`config.mk`:
```
export PLATFORM = sky130hd
export DESIGN_NAME = vram_arbiter_flat
export DESIGN_NICKNAME = d
export VERILOG_FILES = /design/src/rtl/vram_pkg.sv /design/src/rtl/vram_arbiter_if.sv /design/src/rtl/vram_slot_timer.sv /design/src/rtl/vram_arbiter.sv /design/src/flat_wrapper.sv
export SDC_FILE = /design/constraint.sdc
export NUM_CORES = 1
export LEC_CHECK = 0
export BUFFER_PORTS_ARGS = -buffer_cell sky130_fd_sc_hd__buf_2
export CAP_MARGIN = 10
export CORE_MARGIN = 2
export CORE_UTILIZATION = 49
export DETAILED_ROUTE_END_ITERATION = 16
export PLACE_DENSITY = 0.9
export SYNTH_ARGS = -nofsm -noshare
export SYNTH_HDL_FRONTEND = slang
export SYNTH_SLANG_ARGS = --single-unit
```
`constraint.sdc`:
```
create_clock -name clk -period 2.5 [get_ports clk]
set_input_delay 0.5 -clock clk [delete_from_list [all_inputs] [get_ports clk]]
set_output_delay 0.5 -clock clk [all_outputs]
set_load 0.02 [all_outputs]
```
`src/rtl/vram_pkg.sv`:
```
// Shared types and defaults for the VRAM write-port arbiter.
// Widths, state encoding and slot-timer defaults live here.
package vram_pkg;

   localparam int VRAM_AW       = 19;
   localparam int VRAM_DW       = 16;
   localparam int DEF_CW        = 20;
   localparam int DEF_PERIOD    = 2**20;
   localparam int DEF_WIN_START = 181440;

   typedef enum logic [1:0] {
      IDLE  = 2'd0,
      OWN_A = 2'd1,
      OWN_B = 2'd2
   } state_e;

   typedef enum logic {
      SIDE_A = 1'b0,
      SIDE_B = 1'b1
   } side_e;

endpackage

```
`src/rtl/vram_arbiter_if.sv`:
```
// Requester, window and VRAM write-port signals of the arbiter.
// master = requester side, slave = arbiter side.
interface vram_arbiter_if #(
   parameter int AW = vram_pkg::VRAM_AW,
   parameter int DW = vram_pkg::VRAM_DW
);

   logic          tog;
   logic          a_req;
   logic          a_we;
   logic [AW-1:0] a_addr;
   logic [DW-1:0] a_wdata;
   logic          a_gnt;
   logic          b_req;
   logic          b_we;
   logic [AW-1:0] b_addr;
   logic [DW-1:0] b_wdata;
   logic          b_gnt;
   logic [AW-1:0] mem_addr;
   logic [DW-1:0] mem_wdata;
   logic          mem_we;
   logic          mem_valid;
   logic          in_window;

   modport master (
      output tog,
      output a_req, a_we, a_addr, a_wdata,
      output b_req, b_we, b_addr, b_wdata,
      input  a_gnt, b_gnt,
      input  mem_addr, mem_wdata, mem_we, mem_valid,
      input  in_window
   );

   modport slave (
      input  tog,
      input  a_req, a_we, a_addr, a_wdata,
      input  b_req, b_we, b_addr, b_wdata,
      output a_gnt, b_gnt,
      output mem_addr, mem_wdata, mem_we, mem_valid,
      output in_window
   );

endinterface

```
`src/rtl/vram_slot_timer.sv`:
```
// Free-running slot counter that opens requester A's window.
// in_window is combinational so tog takes effect in the same cycle.
module vram_slot_timer
   import vram_pkg::*;
#(
   parameter int CW        = DEF_CW,
   parameter int PERIOD    = DEF_PERIOD,
   parameter int WIN_START = DEF_WIN_START
) (
   input  logic clk,
   input  logic rst,
   input  logic tog,
   output logic in_window
);

   localparam logic [CW-1:0] CNT_LAST  = CW'(PERIOD - 1);
   localparam logic [CW-1:0] CNT_START = CW'(WIN_START);

   logic [CW-1:0] cnt_q;
   logic [CW-1:0] cnt_d;

   // next count: wrap to 0 after PERIOD-1
   always_comb begin
      cnt_d = cnt_q + 1'b1;
      if (cnt_q == CNT_LAST) begin
         cnt_d = '0;
      end
   end

   // counter register
   always_ff @(posedge clk or posedge rst) begin
      if (rst) begin
         cnt_q <= '0;
      end else begin
         cnt_q <= cnt_d;
      end
   end

   // window is forced closed while reset is asserted
   always_comb begin
      in_window = !rst && tog && (cnt_q >= CNT_START);
   end

endmodule

```
`src/rtl/vram_arbiter.sv`:
```
// Two-requester arbiter for the single VRAM write port.
// Bounded round-robin bursts, registered output stage.
module vram_arbiter
   import vram_pkg::*;
#(
   parameter int AW        = VRAM_AW,
   parameter int DW        = VRAM_DW,
   parameter int CW        = DEF_CW,
   parameter int PERIOD    = DEF_PERIOD,
   parameter int WIN_START = DEF_WIN_START,
   parameter int MAX_BURST = 16
) (
   input  logic          clk,
   input  logic          rst,
   vram_arbiter_if.slave bus
);

   localparam int BW = $clog2(MAX_BURST + 1);
   localparam logic [BW-1:0] BEAT_LAST = BW'(MAX_BURST - 1);

   logic          win;
   logic          e_a;
   logic          e_b;
   logic          gnt_a;
   logic          gnt_b;
   state_e        state_q, state_d;
   side_e         last_q, last_d;
   logic [BW-1:0] beat_q, beat_d;
   logic [AW-1:0] addr_q, addr_d;
   logic [DW-1:0] wdata_q, wdata_d;
   logic          we_q, we_d;
   logic          valid_q, valid_d;

   vram_slot_timer #(
      .CW        (CW),
      .PERIOD    (PERIOD),
      .WIN_START (WIN_START)
   ) u_timer (
      .clk       (clk),
      .rst       (rst),
      .tog       (bus.tog),
      .in_window (win)
   );

   // eligibility and grants from the registered owner
   always_comb begin
      e_a   = bus.a_req && win;
      e_b   = bus.b_req;
      gnt_a = (state_q == OWN_A) && e_a;
      gnt_b = (state_q == OWN_B) && e_b;
   end

   // ownership FSM: round-robin with a burst cap
   always_comb begin
      state_d = state_q;
      last_d  = last_q;
      beat_d  = beat_q;
      unique case (state_q)
         IDLE: begin
            beat_d = '0;
            if (e_a && e_b) begin
               state_d = (last_q == SIDE_A) ? OWN_B : OWN_A;
            end else if (e_a) begin
               state_d = OWN_A;
            end else if (e_b) begin
               state_d = OWN_B;
            end
         end
         OWN_A: begin
            if (!e_a) begin
               last_d  = SIDE_A;
               beat_d  = '0;
               state_d = e_b ? OWN_B : IDLE;
            end else if (beat_q == BEAT_LAST) begin
               beat_d = '0;
               if (e_b) begin
                  last_d  = SIDE_A;
                  state_d = OWN_B;
               end
            end else begin
               beat_d = beat_q + 1'b1;
            end
         end
         OWN_B: begin
            if (!e_b) begin
               last_d  = SIDE_B;
               beat_d  = '0;
               state_d = e_a ? OWN_A : IDLE;
            end else if (beat_q == BEAT_LAST) begin
               beat_d = '0;
               if (e_a) begin
                  last_d  = SIDE_B;
                  state_d = OWN_A;
               end
            end else begin
               beat_d = beat_q + 1'b1;
            end
         end
         default: begin
            state_d = IDLE;
            beat_d  = '0;
         end
      endcase
   end

   // output stage: capture the granted beat, else idle with payload held
   always_comb begin
      addr_d  = addr_q;
      wdata_d = wdata_q;
      we_d    = 1'b0;
      valid_d = 1'b0;
      if (gnt_a) begin
         addr_d  = bus.a_addr;
         wdata_d = bus.a_wdata;
         we_d    = bus.a_we;
         valid_d = 1'b1;
      end else if (gnt_b) begin
         addr_d  = bus.b_addr;
         wdata_d = bus.b_wdata;
         we_d    = bus.b_we;
         valid_d = 1'b1;
      end
   end

   // state, burst and output registers
   always_ff @(posedge clk or posedge rst) begin
      if (rst) begin
         state_q <= IDLE;
         last_q  <= SIDE_B;
         beat_q  <= '0;
         addr_q  <= '0;
         wdata_q <= '0;
         we_q    <= 1'b0;
         valid_q <= 1'b0;
      end else begin
         state_q <= state_d;
         last_q  <= last_d;
         beat_q  <= beat_d;
         addr_q  <= addr_d;
         wdata_q <= wdata_d;
         we_q    <= we_d;
         valid_q <= valid_d;
      end
   end

   // drive the port bundle
   always_comb begin
      bus.a_gnt     = gnt_a;
      bus.b_gnt     = gnt_b;
      bus.mem_addr  = addr_q;
      bus.mem_wdata = wdata_q;
      bus.mem_we    = we_q;
      bus.mem_valid = valid_q;
      bus.in_window = win;
   end

endmodule

```
`src/flat_wrapper.sv`:
```
// flat-port wrapper written by rule: the top's interface ports become plain ports
module vram_arbiter_flat import vram_pkg::*;
#(
   parameter int AW        = VRAM_AW,
   parameter int DW        = VRAM_DW,
   parameter int CW        = DEF_CW,
   parameter int PERIOD    = DEF_PERIOD,
   parameter int WIN_START = DEF_WIN_START,
   parameter int MAX_BURST = 16
)
  (clk, rst, bus_tog, bus_a_req, bus_a_we, bus_a_addr, bus_a_wdata, bus_b_req, bus_b_we, bus_b_addr, bus_b_wdata, bus_a_gnt, bus_b_gnt, bus_mem_addr, bus_mem_wdata, bus_mem_we, bus_mem_valid, bus_in_window);
  vram_arbiter_if #(.AW(AW), .DW(DW)) bus_i ();
  input  logic clk;
  input  logic rst;
  input wire logic [$bits(bus_i.tog)-1:0] bus_tog;
  input wire logic [$bits(bus_i.a_req)-1:0] bus_a_req;
  input wire logic [$bits(bus_i.a_we)-1:0] bus_a_we;
  input wire logic [$bits(bus_i.a_addr)-1:0] bus_a_addr;
  input wire logic [$bits(bus_i.a_wdata)-1:0] bus_a_wdata;
  input wire logic [$bits(bus_i.b_req)-1:0] bus_b_req;
  input wire logic [$bits(bus_i.b_we)-1:0] bus_b_we;
  input wire logic [$bits(bus_i.b_addr)-1:0] bus_b_addr;
  input wire logic [$bits(bus_i.b_wdata)-1:0] bus_b_wdata;
  output wire logic [$bits(bus_i.a_gnt)-1:0] bus_a_gnt;
  output wire logic [$bits(bus_i.b_gnt)-1:0] bus_b_gnt;
  output wire logic [$bits(bus_i.mem_addr)-1:0] bus_mem_addr;
  output wire logic [$bits(bus_i.mem_wdata)-1:0] bus_mem_wdata;
  output wire logic [$bits(bus_i.mem_we)-1:0] bus_mem_we;
  output wire logic [$bits(bus_i.mem_valid)-1:0] bus_mem_valid;
  output wire logic [$bits(bus_i.in_window)-1:0] bus_in_window;
  assign bus_i.tog = bus_tog;
  assign bus_i.a_req = bus_a_req;
  assign bus_i.a_we = bus_a_we;
  assign bus_i.a_addr = bus_a_addr;
  assign bus_i.a_wdata = bus_a_wdata;
  assign bus_i.b_req = bus_b_req;
  assign bus_i.b_we = bus_b_we;
  assign bus_i.b_addr = bus_b_addr;
  assign bus_i.b_wdata = bus_b_wdata;
  assign bus_a_gnt = bus_i.a_gnt;
  assign bus_b_gnt = bus_i.b_gnt;
  assign bus_mem_addr = bus_i.mem_addr;
  assign bus_mem_wdata = bus_i.mem_wdata;
  assign bus_mem_we = bus_i.mem_we;
  assign bus_mem_valid = bus_i.mem_valid;
  assign bus_in_window = bus_i.in_window;
  vram_arbiter #(.AW(AW), .DW(DW), .CW(CW), .PERIOD(PERIOD), .WIN_START(WIN_START), .MAX_BURST(MAX_BURST)) u_core (.clk(clk), .rst(rst), .bus(bus_i));
endmodule
```
==> metrics.cfg, run 1 <==
[drt]
wl_met3_um=495
finalWirelength_mm=7.675
vias=2711
vias_per_cell=5.295
drtAntennaViolNets=0
wl_met1_mm=3.281
highest_layer=met4
wl_met2_mm=3.836
wire_per_inst_um=14.99
first_pass_iters=4
first_iter_violations=114
drc=0

[pwr]
cellPowerDensity_nw_per_um2=983.8
cellLeakagePower_nw=2.112
power_mw=4.013
peakVddDrop_mv=0.6491

[synthesis]
synthesis.area_um2=3186
synth_xor_area_frac=0.05224
synth_top_family_by_area=simple AND/OR/NAND/NOR gates
async_reset_ff_frac=1.000
synth_area_leaders=dfrtp_1 50%, mux2i_1 11%, nand2_1 5.7%
yosys_register_bits=65
synth_most_common_cell=dfrtp_1
synthMuxAreaShare=0.1135
synth-edff-count=0
synth_top_area_share=0.5027
yosys.area_share.simple=0.1520
ys.flop_type=dfrtp_1
synthCells=310
ys_top_cells_by_count=64 x dfrtp_1, 48 x nand2_1, 35 x mux2i_1
synth_warnings=0
synth-compound-area-share=0.1096
synth_fp_nets=394
synth_cell_types=40
synth_fa_ha_area_frac=0.02749
yosysSeqAreaShare=0.5110
yosys.area.top_type=dfrtp_1
synth.avg_cell_area_um2=10.28

[finish]
layout-drive-gt1-share=0.3471
design_area_um2=4079
area_delta_synth_final_pct=28.04
antenna_cells=0
fin_util=0.6461
fillCellCount=486
nets=514

[sta]
fmax_mhz=425.2
fin_crit_ns=2.352
fin_crit_sh=0.9408
hold_violations=0
rsz0062_at_grt=no
hold_slack_ns=0.2261
worstMarginPinSlew_ns=0.6204
setup_viol=0
fin_tns_setup_ns=0
relSlewSlack=0.5830
slew_viol_final=0
skew_ns=0.008490

[placed_design]
port_buffers=116
dpl.hpwl_mm=5.640
dpl-instance-area_um2=3864
gp_congestion=0.8493

[clock_tree]
cts.clk_slew.worst_paths_ns=0.07
cts_tree=yes
clock-sinks=65
postCtsSetupRepairBufs=0
htreeDepth=3
root_buffer=clkbuf_8
numCtsBuffers=9
cts_resized=0
clk_latency_ns=0.33
cts_hold_buf=0
clk_path_buf_depth=2

[critical_path]
timing.rr.start=u_core.u_timer.cnt_q[13]$_DFF_PP0_
cp-start-kind=flop
cp_max_fo=8
critPathArrivalTime_ns=1.85
cp-end-kind=output port
critical_path_class=flop to output port
cp_data_required_time_ns=2.00
ff2ff_setup_slack_ns=0.55
reg2reg_depth=7
r2r-end=u_core.state_q[1]$_DFFE_PP0P_

[floorplan]
boundaryPins=117
die_w_um=84.63
die_area_um2=7162
start_util=0.5046
die_h_um=84.63
core_um2=6314
row_count=29

[run_status]
status=complete, no violations

[global_routing]
first_global_vias=2739
grt_max_degree=66
antenna_found_initial=0
grt_pass1_wl_mm=12.77
grt.total_usage=0.2254
grt-ovfl-total=0

[run]
maxCapViolCount=0

[hold_path]
hold_path_class=primary input to asynchronous set/reset pin

==> power by group <==
part	switching [mW]	total, mW	internal [mW]
registers	0.182	1.56	1.38
logic	0.929	1.51	0.586
clock network	0.393	0.933	0.540
total	1.50	4.01	2.51
==> cell usage in the layout (no fill, tap or decap), types with 2 or more instances in the layout <==
master      instances
a211o_1             2
a21oi_1             4
and3_1              7
buf_12              2
buf_2             116
buf_4               3
clkbuf_8           12
clkinvlp_4          2
dfrtp_1            64
ha_1                7
inv_1               9
inv_2               3
mux2i_1            35
nand2_1            47
nand3_1            13
nand4_1             5
nor2_1             18
nor2b_1             2
nor3_1              3
o2111ai_1           4
o21ai_0            14
o21ai_1            23
xnor2_1            11
xor2_1              8
==> final cells by class <==
class / instances / area, um2 / area share
clock buffer: 12 / 165.2 / 0.04049
clock inverter: 4 / 50.05 / 0.01227
inverter: 12 / 45.04 / 0.01104
multi-input combinational: 221 / 1451 / 0.3558
sequential: 65 / 1628 / 0.3991
tap: 77 / 96.34 / 0.02362
timing repair buffer: 121 / 643.1 / 0.1577
==> per-stage QoR <==
step,setup WS [ns],instances
after floorplan,0.3752,310
after global placement,0.4721,496
after detailed placement,0.4458,496
after CTS,0.1355,512
after global routing,0.07226,512
final,0.1480,512
==> how the worst max path moves through the flow <==
| stage | cells after the start | start | to | slack (ns) |
|---|---|---|---|---|
| floorplan | 1 | rst | u_core.beat_q[0]$_DFF_PP0_ | 0.38 |
| global placement | 6 | rst | bus_a_gnt | 0.47 |
| detailed placement | 6 | rst | bus_a_gnt | 0.45 |
| CTS | 5 | u_core.u_timer.cnt_q[13]$_DFF_PP0_ | bus_a_gnt | 0.14 |
| global route | 5 | u_core.u_timer.cnt_q[17]$_DFF_PP0_ | bus_a_gnt | 0.07 |
| finish | 5 | u_core.u_timer.cnt_q[13]$_DFF_PP0_ | bus_a_gnt | 0.15 |
==> flip-flops by register name, summed over array words and instances (netlist names) <==
signal / flops
u_core.bus.mem_valid: 1
u_core.last_q: 1
u_core.bus.mem_wdata: 16
u_core.state_q: 2
u_core.bus.mem_we: 1
u_core.bus.mem_addr: 19
u_core.u_timer.cnt_q: 20
u_core.beat_q: 5
==> routing by layer <==
layer  vias to the layer above  global-route usage
li1                       1318                   -
met1                      1298              0.2824
met2                        87              0.3865
met3                         8             0.06195
met4                         0             0.05916
met5                         -                   0
==> critical path, cell delays in order (launching register included) <==
cell	delay (ns)
dfrtp_1	0.42
or3_4	0.41
a211o_4	0.36
nand3_2	0.10
inv_2	0.06
buf_2	0.16
==> kinds of logic (layout without fill, tap and decap cells) <==
logic type,after synthesis,in the layout
flip-flops,65,65
AND/OR/NAND/NOR,103,103
adder cells (fa/ha/maj),7,7
multiplexers,36,36
XOR/XNOR,19,19
AO/OA/AOI/OAI,56,56
buffers and inverters,24,149
Note: power is estimated with default switching activity, not from simulation.
==> run 2, diff against run 1 <==
--- a/config.mk
+++ b/config.mk
@@ -7,8 +7,11 @@
 export LEC_CHECK = 0
 export BUFFER_PORTS_ARGS = -buffer_cell sky130_fd_sc_hd__buf_2
 export CAP_MARGIN = 10
+export CELL_PAD_IN_SITES_DETAIL_PLACEMENT = 1
+export CELL_PAD_IN_SITES_GLOBAL_PLACEMENT = 2
 export CORE_MARGIN = 2
-export CORE_UTILIZATION = 49
+export CORE_UTILIZATION = 29
+export CTS_CLUSTER_SIZE = 8
 export DETAILED_ROUTE_END_ITERATION = 16
 export PLACE_DENSITY = 0.9
 export SYNTH_ARGS = -nofsm -noshare
==> run 2 against run 1 <==
Hold slack got worse by 0.022 ns. Register-to-register slack worse by 0.06 ns. Non-clock buffer count up 1. Count of clock-buffer cells in the layout decreased by 1. Via count about the same. Cell area rose by 1.1%. First-iteration DRC count fell by 31%. Sequential share of layout area decreased by 0.42 points. Largest power group unchanged.
==> metrics.cfg, run 2 (synthesis results as in run 1) <==
[run_status]
status=complete, no violations

[finish]
area_delta_synth_final_pct=29.42
regMostFlops=u_core.u_timer.cnt_q
layout_commonest_cell=buf_2
nets=515  ; +0.19%
antenna_cells=0  ; unchanged
layout-drive-gt1-share=0.3463  ; -0.0007962
largest_reg_flops=20  ; unchanged
final_cell_mix=116 x buf_2, 64 x dfrtp_1, 47 x nand2_1
fin_util=0.3820  ; -0.2641

[drt]
first_pass_iters=4  ; unchanged
drc=0  ; unchanged
vias_per_cell=4.710  ; -11%
wire_per_inst_um=15.16  ; +1.2%
first_iter_violations=79  ; -31%
drtAntennaViolNets=0  ; unchanged
vias=2713  ; +0.074%
finalWirelength_mm=8.735  ; +14%

[global_routing]
grt-ovfl-total=0  ; unchanged
antenna_found_initial=0  ; unchanged
first_global_vias=2730  ; -0.33%
grt_max_degree=74  ; +12%
grt.total_usage=0.1490  ; -0.07634
grt_pass1_wl_mm=13.52  ; +5.9%

[sta]
skew_ns=0.01027  ; +0.001784 ns
fin_tns_setup_ns=0  ; unchanged
relSlewSlack=0.5396  ; -0.04335
fin_crit_sh=0.9479  ; +0.007090
worstMarginPinSlew_ns=0.6848  ; +0.06448 ns
rsz0062_at_grt=no
hold_violations=0  ; unchanged
slew_viol_final=0  ; unchanged
fmax_mhz=422.0  ; -0.75%
setup_viol=0  ; unchanged
fin_crit_ns=2.370  ; +0.01772 ns

[critical_path]
cpMaxStageDelayCell=dfrtp_1
cp-start-kind=flop
cp-end-kind=output port
path_buf_inv=2  ; unchanged
cp_max_fo=8  ; unchanged
crit_family=compound AO/OA/AOI/OAI gates
critical_path_class=flop to output port
critPathArrivalTime_ns=1.87  ; +0.02 ns
path_cells=a211o_1 > o211a_1 > nand3_2 > inv_2 > buf_2
cp_data_required_time_ns=2.00  ; about the same
max_stage_delay_ns=0.43  ; about the same

[floorplan]
die_area_um2=11840  ; +65%
core_um2=10790  ; +71%
die_h_um=108.8  ; +29%
row_count=38  ; +31%
die_w_um=108.8  ; +29%
boundaryPins=117  ; unchanged
start_util=0.2952  ; -0.2094

[pwr]
pwr-share-clk=0.205  ; -0.028
seqPwrFrac=0.404  ; +0.014
power_frac_comb=0.391  ; +0.013
power_mw=3.884  ; -3.2%
intPower_mw=2.362  ; -5.9%
cellPowerDensity_nw_per_um2=942.1  ; -4.2%
cellLeakagePower_nw=2.100  ; -0.54%
peakVddDrop_mv=0.3530  ; -46%
switchingPower_mw=1.522  ; +1.2%
sw_frac_of_total=0.3919  ; +0.01713

[clock_tree]
clk_path_buf_depth=2  ; unchanged
htreeDepth=3  ; unchanged
clock-sinks=65  ; unchanged
cts.clk_slew.worst_paths_ns=0.07  ; about the same
postCtsSetupRepairBufs=0  ; unchanged
numCtsBuffers=9  ; unchanged
cts_tree=yes
clk_latency_ns=0.34  ; about the same
cts_hold_buf=0  ; unchanged
cts_resized=0  ; unchanged
root_buffer=clkbuf_8

[placed_design]
port_buffers=116  ; unchanged
gp_congestion=0.8452  ; -0.48%
dpl.hpwl_mm=6.635  ; +18%

[run]
maxCapViolCount=0  ; unchanged

[hold_path]
hold_path_class=primary input to asynchronous set/reset pin

## run 2: changes by cell type in the layout (fill, tap and decap cells not counted), sizes merged
cell	delta
clkinvlp	-1
bufinv	-1
clkinv	+3
buf	+1
clkbuf	-1
## run 2: worst paths after layout
check	start	end	slack, ns	cells after the start
worst min-delay path	rst	u_core.u_timer.cnt_q[17]$_DFF_PP0_	0.20	2
min in group clk	bus_a_wdata[6]	u_core.bus.mem_wdata[6]$_DFFE_PP0P_	0.36	3
worst max-delay path	u_core.u_timer.cnt_q[17]$_DFF_PP0_	bus_a_gnt	0.13	5
max in group asynchronous	rst	u_core.bus.mem_addr[13]$_DFFE_PP0P_	1.67	3
worst min register to register	u_core.beat_q[0]$_DFF_PP0_	u_core.beat_q[0]$_DFF_PP0_	0.46	1
worst max register to register	u_core.u_timer.cnt_q[17]$_DFF_PP0_	u_core.state_q[1]$_DFFE_PP0P_	0.49	7
## run 2: metrics by stage
step	instances	hold WS, ns	area [um2]	setup slack (ns)
2_1_floorplan	310	0.4322	3186	0.3752
3_3_place_gp	560	0.4469	3950	0.4409
6_report	576	0.2038	4123	0.1303
4_1_cts	576	0.2198	4123	0.1117
3_5_place_dp	560	0.4584	3950	0.4149
5_1_grt	576	0.2401	4123	0.04126
## run 2: power by group through the flow
stage          Sequential [mW]  Combinational [mW]  Clock [mW]
2_1_floorplan             1.94               0.606           0
3_3_place_gp              1.57                1.51           0
3_5_place_dp              1.59                1.55           0
4_1_cts                   1.57                1.55       0.827
5_1_grt                   1.61                1.67       0.886
6_report                  1.57                1.52       0.797
## run 2: per-layer routing
metal  up-vias  track usage  part of all wire
li1       1319            -                 -
met1      1294       0.1871              0.46
met2        91       0.2455              0.45
met3         9      0.04423             0.081
met4         0      0.04945            0.0098
met5         -            0                 0
## run 2: cell type report
| type | instances | area (um2) |
|---|---|---|
| fill | 1269 | 6670 |
| sequential | 65 | 1628 |
| multi-input combinational | 221 | 1451 |
| timing repair buffer | 122 | 650.6 |
| tap | 140 | 175.2 |
| clock buffer | 11 | 141.4 |
| inverter | 12 | 45.04 |
| clock inverter | 5 | 31.28 |
